**src/rtl/nn_pkg.sv**
```systemverilog
// Shared lane types and default vector geometry for the NN datapath blocks.
package nn_pkg;

    localparam int unsigned LANE_W    = 8;
    localparam int unsigned VEC_LANES = 6;

    typedef logic signed [LANE_W-1:0] lane_t;

endpackage : nn_pkg

```
**src/rtl/relu_requant.sv**
```systemverilog
// Per-lane ReLU, rounding right-shift and positive saturation (combinational).
module relu_requant
    import nn_pkg::*;
#(
    parameter int unsigned WIDTH = LANE_W,
    parameter int unsigned SHIFT = 0
) (
    input  logic signed [WIDTH-1:0] x_in,
    output logic signed [WIDTH-1:0] y_out
);

    localparam int unsigned SUM_W = WIDTH + 1;
    // Half-LSB rounding constant; collapses to zero when no shift is applied.
    localparam logic [SUM_W-1:0] RND   = SUM_W'((2 ** SHIFT) >> 1);
    localparam logic [SUM_W-1:0] Y_MAX = SUM_W'((2 ** (WIDTH - 1)) - 1);

    logic [SUM_W-1:0] sum;
    logic [SUM_W-1:0] shifted;

    always_comb begin
        sum     = {1'b0, x_in} + RND;
        shifted = sum >> SHIFT;
        if (x_in[WIDTH-1]) begin
            y_out = '0;
        end else if (shifted > Y_MAX) begin
            y_out = WIDTH'(Y_MAX);
        end else begin
            y_out = WIDTH'(shifted);
        end
    end

endmodule : relu_requant

```
**src/rtl/vsm_relu_collector.sv**
```systemverilog
// Counts multiplier enables, captures the finished lane vector, requantizes it
// and queues it in a 2-entry FIFO toward the next layer.
module vsm_relu_collector
    import nn_pkg::*;
#(
    parameter int unsigned SIZE          = VEC_LANES,
    parameter int unsigned WIDTH         = LANE_W,
    parameter int unsigned ACCUMULATIONS = 3,
    parameter int unsigned SHIFT         = 0
) (
    input  logic                  clk,
    input  logic                  reset,
    input  logic                  enable,
    input  logic [WIDTH*SIZE-1:0] vec_in,
    output logic                  can_accept,
    output logic                  out_valid,
    input  logic                  out_ready,
    output logic [WIDTH*SIZE-1:0] out_vec,
    output logic                  overflow
);

    localparam int unsigned VEC_W = WIDTH * SIZE;
    localparam int unsigned CNT_W = (ACCUMULATIONS > 1) ? $clog2(ACCUMULATIONS) : 1;

    logic [CNT_W-1:0] acc_cnt_q, acc_cnt_d;
    logic             capture_pend_q, capture_pend_d;
    logic [VEC_W-1:0] mem_q [2];
    logic [VEC_W-1:0] mem_d [2];
    logic             wr_ptr_q, wr_ptr_d;
    logic             rd_ptr_q, rd_ptr_d;
    logic [1:0]       occ_q, occ_d;
    logic             out_valid_q, out_valid_d;
    logic [VEC_W-1:0] out_vec_q, out_vec_d;
    logic             can_accept_q, can_accept_d;
    logic             overflow_q, overflow_d;

    logic [VEC_W-1:0] req_vec;
    logic             last_en;
    logic             push;
    logic             pop;
    logic             full;
    logic             push_ok;

    for (genvar i = 0; i < int'(SIZE); i++) begin : g_lane
        relu_requant #(
            .WIDTH (WIDTH),
            .SHIFT (SHIFT)
        ) u_relu (
            .x_in  (vec_in[WIDTH*i +: WIDTH]),
            .y_out (req_vec[WIDTH*i +: WIDTH])
        );
    end

    // Group counter, FIFO bookkeeping and next values of the registered outputs.
    always_comb begin
        acc_cnt_d      = acc_cnt_q;
        capture_pend_d = 1'b0;
        mem_d          = mem_q;
        wr_ptr_d       = wr_ptr_q;
        rd_ptr_d       = rd_ptr_q;
        occ_d          = occ_q;
        overflow_d     = overflow_q;

        last_en = enable && (acc_cnt_q == CNT_W'(ACCUMULATIONS - 1));
        if (enable) begin
            acc_cnt_d = last_en ? '0 : acc_cnt_q + CNT_W'(1);
        end
        capture_pend_d = last_en;

        push    = capture_pend_q;
        pop     = out_valid_q && out_ready;
        full    = (occ_q == 2'd2);
        // A pop in the same cycle frees the slot the push lands in.
        push_ok = push && (!full || pop);

        if (push_ok) begin
            mem_d[wr_ptr_q] = req_vec;
        end
        wr_ptr_d   = wr_ptr_q ^ push_ok;
        rd_ptr_d   = rd_ptr_q ^ pop;
        occ_d      = occ_q + 2'(push_ok) - 2'(pop);
        overflow_d = overflow_q | (push && full && !pop);

        out_valid_d  = (occ_d != 2'd0);
        out_vec_d    = mem_d[rd_ptr_d];
        can_accept_d = (occ_d != 2'd2) && !capture_pend_d;
    end

    always_ff @(posedge clk) begin
        if (reset) begin
            acc_cnt_q      <= '0;
            capture_pend_q <= 1'b0;
            mem_q[0]       <= '0;
            mem_q[1]       <= '0;
            wr_ptr_q       <= 1'b0;
            rd_ptr_q       <= 1'b0;
            occ_q          <= 2'd0;
            out_valid_q    <= 1'b0;
            out_vec_q      <= '0;
            can_accept_q   <= 1'b1;
            overflow_q     <= 1'b0;
        end else begin
            acc_cnt_q      <= acc_cnt_d;
            capture_pend_q <= capture_pend_d;
            mem_q[0]       <= mem_d[0];
            mem_q[1]       <= mem_d[1];
            wr_ptr_q       <= wr_ptr_d;
            rd_ptr_q       <= rd_ptr_d;
            occ_q          <= occ_d;
            out_valid_q    <= out_valid_d;
            out_vec_q      <= out_vec_d;
            can_accept_q   <= can_accept_d;
            overflow_q     <= overflow_d;
        end
    end

    assign can_accept = can_accept_q;
    assign out_valid  = out_valid_q;
    assign out_vec    = out_vec_q;
    assign overflow   = overflow_q;

endmodule : vsm_relu_collector

```
**config.mk**
```make
export PLATFORM = sky130hd
export DESIGN_NAME = vsm_relu_collector
export DESIGN_NICKNAME = d
export VERILOG_FILES = /design/src/rtl/nn_pkg.sv /design/src/rtl/relu_requant.sv /design/src/rtl/vsm_relu_collector.sv
export SDC_FILE = /design/constraint.sdc
export NUM_CORES = 1
export LEC_CHECK = 0
export BUFFER_PORTS_ARGS = -buffer_cell sky130_fd_sc_hd__buf_4
export CAP_MARGIN = 0
export CORE_MARGIN = 8
export CORE_UTILIZATION = 40
export CTS_CLUSTER_SIZE = 30
export DETAILED_ROUTE_END_ITERATION = 10
export SLEW_MARGIN = 25
export SYNTH_ARGS = -nofsm -noshare
export SYNTH_HDL_FRONTEND = slang
export SYNTH_SLANG_ARGS = --single-unit
export TNS_END_PERCENT = 100
```
**constraint.sdc**
```tcl
create_clock -name clk -period 4.9 [get_ports clk]
set_clock_uncertainty 0.1 [all_clocks]
set_input_delay 0.49 -clock clk [delete_from_list [all_inputs] [get_ports clk]]
set_output_delay 0.49 -clock clk [all_outputs]
set_load 0.05 [all_outputs]
```
==> results.py <==
metrics = {
    "synth": {
        "synthArstFlopShare_pct": 0,
        "synth_top_area_share_pct": 56.5,
        "synth.cell_area_mm2": 0.00545,
        "ys_ff_latch": 154,
        "yosysWarningCount": 0,
        "yosys.area_share.adder_pct": 0.459,
        "synthMuxAreaShare_pct": 15.4,
        "synth_cells": 509,
        "synth_ff_type": "dfxtp_1",
        "ys_types": 35,
        "synth_nets": 563,
        "synth_edf_count": 0,
        "seq_area_frac_synth_pct": 56.5,
        "yosysTopAreaCell": "dfxtp_1",
        "synth_xor_area_share_pct": 0.964,
        "ys_top_cells_by_area": "dfxtp_1 57%, mux2i_1 15%, nor2_1 6.2%, nor2b_1 4.8%, o22ai_1 4.8%",
        "synth_compound_area_share_pct": 6.54,
        "syn_avg_cell_area_um2": 10.7,
        "synthSimpleGateAreaFrac_pct": 15.4,
        "synth_top_family_by_area": "simple AND/OR/NAND/NOR gates",
    },
    "outcome": {
        "status": "completed",
    },
    "run": {
        "maxCapViolCount": 0,
    },
    "drt": {
        "routed_wl_um": 12000,
        "dr_wl_met3_um": 575,
        "avgViaCountPerCell": 4.86,
        "top_layer_used": "met4",
        "num_vias": 3836,
        "dr.pass1.iters": 4,
        "drt_iter0_markers": 209,
        "drc": 0,
        "met1_length_um": 5630,
        "wl_per_cell_um": 15.2,
        "ant_nets": 0,
        "wl_met2_um": 5610,
    },
    "clock_tree": {
        "clk_path_buf_depth": 2,
        "cts.repair.resized": 0,
        "ctsRootBufferMaster": "clkbuf_16",
        "ctsHoldBuffers": 0,
        "cts_num_sinks": 154,
        "htreeDepth": 4,
        "postCtsSetupBuffers": 0,
        "clk_latency_ns": 0.41,
        "numCtsBuffers": 17,
        "cts_tree": "done",
        "clk_pin_slew_ns": 0.06,
    },
    "sta": {
        "fin_crit_sh_pct": 52.4,
        "rsz0062_at_grt": "no",
        "hold_viol": 0,
        "worstMarginPinSlew_ns": 1.03,
        "maxSlewViolCount": 0,
        "fmax_mhz": 390,
        "holdWs_ns": 0.277,
        "min_period_ns": 2.57,
        "fin_tns_setup_ns": 0,
        "setup_viol": 0,
        "relSlewSlack_pct": 31.5,
    },
    "cells_and_area": {
        "drive_above_1_share_pct": 23.6,
        "layout.cells.non_filler": 790,
        "final_common_cell": "dfxtp_1",
        "nets": 655,
        "syn_to_final_growth_pct": 25.6,
        "post-route-cell-area_mm2": 0.00685,
        "final_cell_mix": "154 x dfxtp_1, 103 x buf_4, 90 x nor2_1",
        "antenna_cells": 0,
    },
    "placement": {
        "placed_area_mm2": 0.00624,
        "dp.cells": 758,
        "dp_hpwl_um": 7690,
        "portBuffers": 102,
        "gp_congestion": 0.703,
    },
    "floorplan": {
        "start_util_pct": 41.0,
        "pin_count": 103,
        "fp.dieH_um": 133,
        "core_area_mm2": 0.0133,
        "die_w_um": 133,
        "dieArea_mm2": 0.0176,
        "rows": 42,
    },
    "critical_path": {
        "r2r-start": "occ_q[0]",
        "worstSetupPathType": "reg2reg",
        "crit_start": "occ_q[0]",
        "cp-start-kind": "register",
        "crit_path_max_fanout": 25,
        "crit_path_end_kind": "register",
        "rr_worst_depth": 5,
        "cp.required_ns": 5.04,
        "crit_arrival_ns": 2.71,
    },
    "global_routing": {
        "grt_pass1_wl_um": 20000,
        "grt_usage_pct": 14.0,
        "antenna_found_initial": 0,
        "globalRouteOverflowTotal": 0,
        "grt_pass1_vias": 4036,
        "grt_max_degree": 102,
    },
    "pwr": {
        "clkPwrFrac_pct": 46.4,
        "cellInternalPower_mw": 2.21,
        "power.density_mw_per_mm2": 418,
        "p_sw_share_pct": 22.8,
        "leakagePower_nw": 2.63,
        "p_comb_share_pct": 8.8,
        "power_switching_mw": 0.653,
        "pwr-share-seq_pct": 44.8,
        "ir_worst_vdd_mv": 0.236,
    },
    "worst_hold_path": {
        "holdPathStages": 2,
        "timing.hold.worst.class": "in2reg",
        "hp-start": "enable",
    },
}
## power groups by stage
| stage | sequential, mW | combinational [mW] | clock (mW) |
|---|---|---|---|
| after floorplan | 1.33 | 0.149 | 0 |
| after global placement | 1.31 | 0.252 | 0 |
| after detailed placement | 1.31 | 0.258 | 0 |
| after CTS | 1.28 | 0.259 | 1.36 |
| after global routing | 1.28 | 0.275 | 1.41 |
| final | 1.28 | 0.253 | 1.33 |
## layout make-up
cell class | instances | area [µm²]
multi-input combinational | 319 | 2140
timing repair buffer | 104 | 785
fill | 1208 | 6440
sequential | 154 | 3080
clock inverter | 7 | 113
tap | 176 | 220
clock buffer | 25 | 495
inverter | 5 | 18.8
## stage by stage
step | worst slack, ns | power (mW) | utilization (%)
2_1_floorplan | 2.54 | 1.48 | -
4_1_cts | 2.27 | 2.90 | 51.5
5_1_grt | 2.19 | 2.97 | 51.5
3_5_place_dp | 2.09 | 1.57 | 46.9
6_report | 2.33 | 2.86 | 51.5
3_3_place_gp | 2.17 | 1.56 | 46.9
## worst paths after layout
check                         to  slack (ns)
setup / recovery     out_vec[28]        2.33
hold / removal    capture_pend_q        0.28
setup reg to reg     out_vec[28]        2.33
hold reg to reg        mem_q[15]        0.36
## cell usage after synthesis (all sizes together), types with 4 or more instances
cell / n
a21oi: 11
nand3: 12
nor2: 92
nand2: 4
dfxtp: 154
inv: 5
o22ai: 42
clkbuf: 6
buf: 25
mux2i: 84
and2: 13
nor2b: 43
## logic make-up (layout without fill, tap and decap cells)
family | after synthesis | after routing
AO/OA/AOI/OAI | 58 | 58
flip-flops | 154 | 154
buffers and inverters | 36 | 141
adder cells (fa/ha/maj) | 2 | 2
XOR/XNOR | 3 | 3
multiplexers | 84 | 84
AND/OR/NAND/NOR | 172 | 172
## sequential cells by signal (all words and copies together), names as in the netlist
name and count:
capture_pend_q 1, mem_q 96, overflow 1, can_accept 1, wr_ptr_q 1, acc_cnt_q 2
rd_ptr_q 1, occ_q 2, out_vec 48, out_valid 1
## critical path, stage by stage, from the launching register on
cell	delay (ns)
dfxtp_1	0.34
and2b_4	0.23
a21oi_4	0.72
buf_4	0.56
mux2i_1	0.31
o22ai_1	0.12
## layer usage
metal  vias up  global-route usage, %
met2        94                   21.9
li1       1907                      -
met3        17                   4.50
met4         0                   5.62
met5         -                      0
met1      1818                   17.5
Power figures use the tool's default switching activity.
